## src/rtl/mac_step_sequencer_pkg.sv

```systemverilog
// Shared types and defaults for the MAC step sequencer.
// Optional stall counter: SEQ_STALL_PERF_EN.
package mac_step_sequencer_pkg;

  localparam int DEF_CNT_W    = 5;
  localparam int DEF_LAST_CNT = 24;
  localparam int STEPS        = DEF_LAST_CNT + 1;
  localparam int DEF_PERF_W   = 16;

  typedef enum logic [1:0] {
    IDLE  = 2'd0,
    RUN   = 2'd1,
    DRAIN = 2'd2
  } seq_state_t;

endpackage

```

## src/rtl/mac_step_counter.sv

```systemverilog
// Step counter: clear, enable, and hold at the terminal count.
// Reports at_last when cnt sits on LAST_CNT.
module mac_step_counter
  import mac_step_sequencer_pkg::*;
#(
  parameter int CNT_W    = DEF_CNT_W,
  parameter int LAST_CNT = DEF_LAST_CNT
) (
  input  logic             clk,
  input  logic             rst,
  input  logic             clr,
  input  logic             en,
  output logic [CNT_W-1:0] cnt,
  output logic             at_last
);

  localparam logic [CNT_W-1:0] LAST = CNT_W'(LAST_CNT);

  assign at_last = (cnt == LAST);

  always_ff @(posedge clk or posedge rst) begin
    if (rst) begin
      cnt <= '0;
    end else if (clr) begin
      cnt <= '0;
    end else if (en && !at_last) begin
      cnt <= cnt + CNT_W'(1);
    end
  end

endmodule

```

## src/rtl/mac_step_sequencer.sv

```systemverilog
// 25-step MAC pass sequencer with stall and result handshake.
// Optional stall_cycles output: SEQ_STALL_PERF_EN.
module mac_step_sequencer
  import mac_step_sequencer_pkg::*;
#(
  parameter int CNT_W    = DEF_CNT_W,
  parameter int LAST_CNT = DEF_LAST_CNT
`ifdef SEQ_STALL_PERF_EN
  ,
  parameter int PERF_W   = DEF_PERF_W
`endif
) (
  input  logic              clk,
  input  logic              rst,
  input  logic              start,
  input  logic              abort,
  input  logic              src_valid,
  input  logic              sink_ready,
`ifdef SEQ_STALL_PERF_EN
  output logic [PERF_W-1:0] stall_cycles,
`endif
  output logic [CNT_W-1:0]  cnt,
  output logic              step_en,
  output logic              acc_clr,
  output logic              first,
  output logic              last,
  output logic              busy,
  output logic              result_valid
);

  seq_state_t state, state_d;
  logic       at_last;
  logic       cnt_clr;
  logic       acc_clr_d;

  always_ff @(posedge clk or posedge rst) begin
    if (rst) begin
      state   <= IDLE;
      acc_clr <= 1'b0;
    end else begin
      state   <= state_d;
      acc_clr <= acc_clr_d;
    end
  end

  always_comb begin
    state_d      = state;
    step_en      = 1'b0;
    result_valid = 1'b0;
    acc_clr_d    = 1'b0;
    case (state)
      IDLE: begin
        if (start && !abort) begin
          state_d   = RUN;
          acc_clr_d = 1'b1;
        end
      end
      RUN: begin
        step_en = src_valid;
        if (abort)                   state_d = IDLE;
        else if (step_en && at_last) state_d = DRAIN;
      end
      DRAIN: begin
        result_valid = 1'b1;
        if (abort || sink_ready) state_d = IDLE;
      end
      default: state_d = IDLE;
    endcase
  end

  assign busy  = (state != IDLE);
  assign first = step_en && (cnt == '0);
  assign last  = step_en && at_last;

  // Zero the count on entry to a pass and whenever we head back to IDLE.
  assign cnt_clr = (state == IDLE) || (state_d == IDLE);

  mac_step_counter #(
    .CNT_W    (CNT_W),
    .LAST_CNT (LAST_CNT)
  ) u_cnt (
    .clk     (clk),
    .rst     (rst),
    .clr     (cnt_clr),
    .en      (step_en),
    .cnt     (cnt),
    .at_last (at_last)
  );

`ifdef SEQ_STALL_PERF_EN
  logic stall_now;

  assign stall_now = ((state == RUN) && !src_valid) ||
                     ((state == DRAIN) && !sink_ready);

  // The acc_clr cycle restarts the count but still counts its own stall.
  always_ff @(posedge clk or posedge rst) begin
    if (rst) begin
      stall_cycles <= '0;
    end else if (acc_clr) begin
      stall_cycles <= PERF_W'(stall_now);
    end else if (stall_now && (stall_cycles != '1)) begin
      stall_cycles <= stall_cycles + PERF_W'(1);
    end
  end
`endif

endmodule

```

## config.mk

```make
export PLATFORM = sky130hd
export DESIGN_NAME = mac_step_sequencer
export DESIGN_NICKNAME = d
export VERILOG_FILES = /design/src/rtl/mac_step_sequencer_pkg.sv /design/src/rtl/mac_step_counter.sv /design/src/rtl/mac_step_sequencer.sv
export SDC_FILE = /design/constraint.sdc
export NUM_CORES = 1
export LEC_CHECK = 0
export CORE_AREA = 2 2 39 41
export CTS_CLUSTER_DIAMETER = 100
export DETAILED_ROUTE_END_ITERATION = 12
export DIE_AREA = 0 0 41 43
export HOLD_SLACK_MARGIN = 0.05
export PLACE_DENSITY = 0.68
export SYNTH_ARGS = -nofsm -noshare
export SYNTH_HDL_FRONTEND = slang
export SYNTH_HIERARCHICAL = 1
export SYNTH_SLANG_ARGS = --single-unit
```

## constraint.sdc

```tcl
create_clock -name clk -period 2.15 [get_ports clk]
set_clock_uncertainty 0.2 [all_clocks]
set_input_delay 0.645 -clock clk [delete_from_list [all_inputs] [get_ports clk]]
set_output_delay 0.645 -clock clk [all_outputs]
set_load 0.05 [all_outputs]
```

==> results of run 1 <==
critical path: cells and delay by family, from the launching register on:
family | cells | cell delay (ns)
adder cells (fa/ha/maj) | 1 | 0.14
flip-flops | 1 | 0.40
AND/OR/NAND/NOR | 2 | 0.37
buffers and inverters | 3 | 0.28
cell type report:
class	count	area, um^2
inverter	5	18.8
multi-input combinational	36	290
fill	119	503
timing repair buffer	26	323
sequential	8	203
clock buffer	4	26.3
tap	16	20.0
power by group:
group | internal, mW | leakage, nW | switching, mW
sequential | 0.153 | 0.106 | 0.00359
clock | 0.0709 | 0.0150 | 0.0501
combinational | 0.0324 | 0.268 | 0.0345
total | 0.257 | 0.390 | 0.0882
registers in the layout, summed over array words and instances, names as in the netlist:
register   flops
u_cnt/cnt      5
state          2
acc_clr        1
final timing paths:
kind                                          startpoint                  endpoint  slack (ns)
worst max register to register        state[0]$_DFF_PP0_  u_cnt/cnt[2]$_DFFE_PP0P_        0.38
min in group clk                      state[1]$_DFF_PP0_        state[0]$_DFF_PP0_        0.38
max in group asynchronous                            rst  u_cnt/cnt[1]$_DFFE_PP0P_        1.15
worst max-delay path            u_cnt/cnt[0]$_DFFE_PP0P_                      last       -0.16
worst min-delay path                                 rst        state[0]$_DFF_PP0_        0.38
worst min register to register        state[1]$_DFF_PP0_        state[0]$_DFF_PP0_        0.38
layout by cell type (no fill, tap or decap), types with 2 or more instances in the layout:
cell              n
dfrtp_1           6
buf_12            9
inv_2             3
nand2_1           2
buf_4            10
nand4_1           2
xor2_1            2
inv_1             2
a21oi_1           3
dfrtp_2           2
clkbuf_4          3
clkdlybuf4s50_1   4
a21o_2            2
buf_6             2
nor2_1            4
nand3_1           2
nor2b_1           2
metal layers:
layer  share of wire  global-route usage
met1            0.38               0.174
met2            0.57               0.269
met4               0              0.0800
met5               0                   0
met3           0.048              0.0419
metrics by stage:
stage | cell area, um^2 | worst slack (ns) | setup TNS [ns] | hold WS, ns | cells
floorplan | 528 | -0.0345 | -0.0448 | 0.199 | 51
global placement | 830 | -0.344 | -1.32 | 0.358 | 88
detailed placement | 830 | -0.364 | -1.55 | 0.374 | 88
CTS | 877 | -0.169 | -0.208 | 0.378 | 95
global route | 881 | -0.224 | -0.351 | 0.411 | 95
finish | 881 | -0.156 | -0.189 | 0.381 | 95
timing repair:
item | in CTS | in global routing
resized for setup | 5 | 1
setup endpoints to repair | 3 | 3
gates cloned | 0 | 0
pin swaps | 1 | 0
hold endpoints to repair | 0 | 0
setup buffers | 3 | 0
hold buffers | 0 | 0
cell families after synthesis:
| family | share of synthesized area |
|---|---|
| fa+ha+maj | 0.0500 |
| buf+inv | 0.0700 |
| flops | 0.400 |
| compound gates | 0.113 |
| xor+xnor | 0.0350 |
| simple gates | 0.333 |
==> metrics.md, run 1 <==
| Metric | Value |
|---|---|
| Status | `complete, but fails checks` |
| Failing checks | `setup timing` |
| Ys flop type | `dfrtp_1` |
| Mean Syn Cell Area | `9.81 um^2` |
| DR vias/cell | `4.83` |
| Worst-path cell with the longest stage delay | `dfrtp_2` |
| Synth area leader | `dfrtp_1` |
| Critical Path Fanout Max | `2` |
| Die span in y | `43 um` |
| Count leader, synth | `dfrtp_1` |
| FMAX | `434 MHz` |
| Yosys warns | `6` |
| Pwr per Cell Area | `391 mW/mm^2` |
| First-pass GRT wire length | `1.90 mm` |
| Area Growth Syn to Fin | `76.0%` |
| Post-synth top cells | `dfrtp_1 (8), inv_1 (4), nor2_1 (4)` |
| Setup Viol. Count Final | `2` |
| Tightest Pin Transition | `0.416 ns` |
| Power Total | `0.345 mW` |
| Final Worst Setup Slack | `-0.156 ns` |
| Peak VDD IR | `0.000301 V` |
| Kind of critical path | `reg -> out` |
| Die ar. | `0.00176 mm^2` |
| Root buffer cell | `clkbuf_4` |
| CTS H-tree depth | `1` |
| # rows | `14` |
| Leakage | `0.390 nW` |
| Initial antenna violation count | `0` |
| Reg clk slew, reported paths | `0.06 ns` |
| CP most frequent cell | `inv_2` |
| Cell area after synthesis | `500 um^2` |
| DRT iter0 DRCs | `4` |
| Crit share post-route | `1.07` |
| Crit path DAT | `1.46 ns` |
| ANT cells | `0` |
| Vias | `459` |
| Post-Synthesis Cells | `51` |
| Crit-path cells | `inv_2, ha_4, nand4b_4, inv_2, and4b_4, buf_12` |
| Skew-Pair Late Insertion Delay | `0.25 ns` |
| Register area share after synthesis | `0.400` |
| CTS tree | `done` |
| Max-Slew Margin vs Limit | `0.722` |
| WL per Instance | `11.5 um` |
| TritonCTS Buffers | `3` |
| Synth top area cells | `dfrtp_1 (40%), ha_1 (5.0%), nand4b_4 (4.8%)` |
| Buffer depth of the longest clock path | `2` |
| Yosys cell types | `28` |
| # port buffers | `16` |
| Vias in the first global route | `448` |
| CP Capture Type | `output pin` |
| Share of cells above drive strength 1 | `0.506` |
| Post-synth top area share | `0.400` |
| Final Hold Fails | `0` |
| Core area | `0.00138 mm^2` |
| Global-route usage over all layers | `0.161` |
| Starting Density | `0.362` |
| Number of synthesized flops with an enable pin | `0` |
| Nets | `88` |
| I/O pin total | `17` |
| Min-delay worst type | `in -> async` |
| Seq cells post-synth | `8` |
| Die width | `41 um` |
| CP max stage delay | `0.40 ns` |
| Worst reg2reg path depth | `6` |
| ANT nets after route | `0` |
| Critical path launch point type | `flop` |
| CTS sink count | `8` |
| DRC | `0` |
| Worst EP required | `1.30 ns` |
| Min Tclk post-route | `2.31 ns` |
| Async set-reset flop share out of synthesis | `1.00` |
| Unrepaired setup endpoints after global routing | `yes` |
| Syn_nets | `59` |
| Final GP Congestion | `0.698` |
| Final Max Slew Viols | `0` |
| Detailed Place HPWL | `902 um` |
| Final wirelength | `1.09 mm` |
| Pre-Repair DR Iteration Count | `2` |
| Largest net degree at the start of global routing | `11` |
| Max_cap viols | `0` |
| Core Util, Final | `0.637` |
| GRT overflow | `0` |
(Power assumes the default switching activity.)
==> run 2: changes to the inputs <==
- CELL_PAD_IN_SITES_DETAIL_PLACEMENT: unset -> 2
- CELL_PAD_IN_SITES_GLOBAL_PLACEMENT: unset -> 2
- CORE_AREA: 2 2 39 41 -> unset
- CORE_UTILIZATION: unset -> 25
- CTS_CLUSTER_SIZE: unset -> 14
- DIE_AREA: 0 0 41 43 -> unset
- PLACE_DENSITY: 0.68 -> unset
- PLACE_DENSITY_LB_ADDON: unset -> 0.1
- REMOVE_ABC_BUFFERS: unset -> 1
==> run 2 against run 1 <==
  * The run still ends with setup timing left
  * Hold slack worse by 0.033 ns
  * Wire length increased by 37%
  * Register-to-register slack barely moved
  * Sequential cell count is the same
==> metrics.md, run 2 (same netlist as run 1, synthesis figures left out) <==
| Metric | Value |
|---|---|
| I/O pin total | `17 (unchanged)` |
| Starting Density | `0.278 (was 0.362)` |
| Crit share post-route | `1.09 (was 1.07)` |
| Logic gate share of total power | `0.201 (was 0.194)` |
| Detailed Place HPWL | `1.19 mm (was 902 um)` |
| Clk pwr share | `0.332 (was 0.351)` |
| Pre-Repair DR Iteration Count | `2 (unchanged)` |
| Buffer depth of the longest clock path | `2 (unchanged)` |
| CP max stage delay | `0.40 ns (about the same)` |
| Global-route usage over all layers | `0.179 (was 0.161)` |
| # port buffers | `16 (unchanged)` |
| FMAX | `428 MHz (was 434 MHz)` |
| Unrepaired setup endpoints after global routing | `yes (unchanged)` |
| Die ar. | `0.00218 mm^2 (was 0.00176 mm^2)` |
| DR vias/cell | `4.56 (was 4.83)` |
| Dpl cells | `99 (was 88)` |
| CTS H-tree depth | `1 (unchanged)` |
| Reg clk slew, reported paths | `0.05 ns (was 0.06 ns)` |
| Leakage | `0.405 nW (was 0.390 nW)` |
| Largest register FFs | `5 (unchanged)` |
| Area Growth Syn to Fin | `80.2% (was 76.0%)` |
| Die span in y | `46.7 um (was 43 um)` |
| Root buffer cell | `clkbuf_4 (unchanged)` |
| Hold WS | `0.348 ns (was 0.381 ns)` |
| Worst EP required | `1.30 ns (about the same)` |
| Skew-Pair Late Insertion Delay | `0.25 ns (about the same)` |
| CP Capture Type | `output pin (unchanged)` |
| Seq pwr share | `0.467 (was 0.455)` |
| ANT nets after route | `0 (unchanged)` |
| Reg with most FFs | `u_cnt/cnt (unchanged)` |
| CP most frequent cell | `inv_2 (unchanged)` |
| Placement Setup Slack | `-0.391 ns (was -0.364 ns)` |
| Sw Pwr | `0.0873 mW (was 0.0882 mW)` |
| Failing checks | `setup timing (unchanged)` |
| Final wirelength | `1.50 mm (was 1.09 mm)` |
| Post-CTS Hold Buffers | `0 (unchanged)` |
| Pwr per Cell Area | `373 mW/mm^2 (was 391 mW/mm^2)` |
| ANT cells | `0 (unchanged)` |
| First-pass GRT wire length | `2.60 mm (was 1.90 mm)` |
| Largest net degree at the start of global routing | `11 (unchanged)` |
| Final Non-Filler Cells | `106 (was 95)` |
| Hold depth | `1` |
| Peak VDD IR | `0.000359 V (was 0.000301 V)` |
| DRT iter0 DRCs | `3 (was 4)` |
| Vias | `483 (was 459)` |
| Crit path DAT | `1.49 ns (was 1.46 ns)` |
| GRT overflow | `0 (unchanged)` |
| Max_cap viols | `0 (unchanged)` |
| Nets | `91 (was 88)` |
| Critical path launch point type | `flop (unchanged)` |
| WL per Instance | `14.2 um (was 11.5 um)` |
| Crit-path cells | `inv_2, ha_4, nand4b_4, inv_2, and4b_2, buf_12 (was inv_2, ha_4, nand4b_4, inv_2, and4b_4, buf_12)` |
| Sw Share | `0.259 (was 0.256)` |
| Setup Viol. Count Final | `2 (unchanged)` |
| Pint | `0.250 mW (was 0.257 mW)` |
| Status | `complete, but fails checks (unchanged)` |
| Share of cells above drive strength 1 | `0.531 (was 0.506)` |
| Initial antenna violation count | `0 (unchanged)` |
| Commonest non-fill, non-tap cells in the layout | `buf_4 (14), buf_12 (9), dfrtp_1 (6) (was buf_4 (10), buf_12 (9), dfrtp_1 (6))` |
| # rows | `15 (was 14)` |
| Core area | `0.00180 mm^2 (was 0.00138 mm^2)` |
| Min-delay worst type | `reg -> reg (was in -> async)` |
| Vias in the first global route | `537 (was 448)` |
| Worst-path cell with the longest stage delay | `dfrtp_1 (was dfrtp_2)` |
| Min Tclk post-route | `2.34 ns (was 2.31 ns)` |
| CTS sink count | `8 (unchanged)` |
| Max-Slew Margin vs Limit | `0.846 (was 0.722)` |
| Final GP Congestion | `0.728 (was 0.698)` |
| Kind of critical path | `reg -> out (unchanged)` |
| Worst reg2reg path depth | `6 (unchanged)` |
| Commonest non-fill, non-tap cell in the layout | `buf_4 (unchanged)` |
| DRC | `0 (unchanged)` |
| Final Worst Setup Slack | `-0.188 ns (was -0.156 ns)` |
| Final Max Slew Viols | `0 (unchanged)` |
| Critical Path Fanout Max | `2 (unchanged)` |
| Final Hold Fails | `0 (unchanged)` |
| Registers with the most flip-flops | `u_cnt/cnt: 5 flops, state: 2 flops, acc_clr: 1 flops (unchanged)` |
| Tightest Pin Transition | `0.228 ns (was 0.416 ns)` |
| CTS tree | `done (unchanged)` |
| Die width | `46.7 um (was 41 um)` |
| TritonCTS Buffers | `3 (unchanged)` |
run 2: layer usage:
| layer | routed length (um) | GRT usage |
|---|---|---|
| met1 | 567 | 0.186 |
| met4 | 0 | 0.0343 |
| met3 | 42 | 0.0462 |
| met5 | 0 | 0 |
| met2 | 892 | 0.358 |
run 2: critical path, delay by kind of cell, from the launching register on:
kind / cells / cell delay (ns)
flip-flops: 1 / 0.40
AND/OR/NAND/NOR: 2 / 0.39
buffers and inverters: 3 / 0.30
adder cells (fa/ha/maj): 1 / 0.15
run 2: final timing paths:
check | slack (ns) | start | to
setup / recovery | -0.19 | u_cnt/cnt[0]$_DFFE_PP0P_ | last
hold / removal | 0.35 | state[1]$_DFF_PP0_ | state[0]$_DFF_PP0_
setup reg to reg | 0.39 | state[1]$_DFF_PP0_ | u_cnt/cnt[2]$_DFFE_PP0P_
hold reg to reg | 0.35 | state[1]$_DFF_PP0_ | state[0]$_DFF_PP0_
max in group asynchronous | 1.15 | rst | u_cnt/cnt[4]$_DFFE_PP0P_
min in group asynchronous | 0.40 | rst | acc_clr$_DFF_PP0_
run 2: timing repair:
action | in CTS | in global routing
buffers inserted | 3 | 1
pin swaps | 1 | 0
resized for setup | 12 | 2
endpoints found under the hold margin | 0 | 0
endpoints found under the setup margin | 3 | 4
run 2: layout make-up:
cell class	instances	area [um^2]
Inverter	5	18.8
Multi-Input combinational cell	36	285
Fill cell	197	900
Timing Repair Buffer	29	342
Tap cell	25	31.3
Clock buffer	3	22.5
Sequential cell	8	203
run 2: per-stage QoR:
stage	util	setup TNS [ns]	power, mW	cell area, um^2
2_1_floorplan	-	-0.880	0.190	484
3_3_place_gp	0.460	-1.13	0.223	828
3_5_place_dp	0.460	-1.23	0.225	828
4_1_cts	0.495	-0.317	0.345	892
5_1_grt	0.501	-0.448	0.359	902
6_report	0.501	-0.293	0.337	902
run 2: power groups by stage:
stage	clock network, mW	registers (mW)	logic [mW]
2_1_floorplan	0	0.164	0.0265
3_3_place_gp	0	0.159	0.0637
3_5_place_dp	0	0.160	0.0653
4_1_cts	0.120	0.157	0.0686
5_1_grt	0.128	0.158	0.0727
6_report	0.112	0.157	0.0677
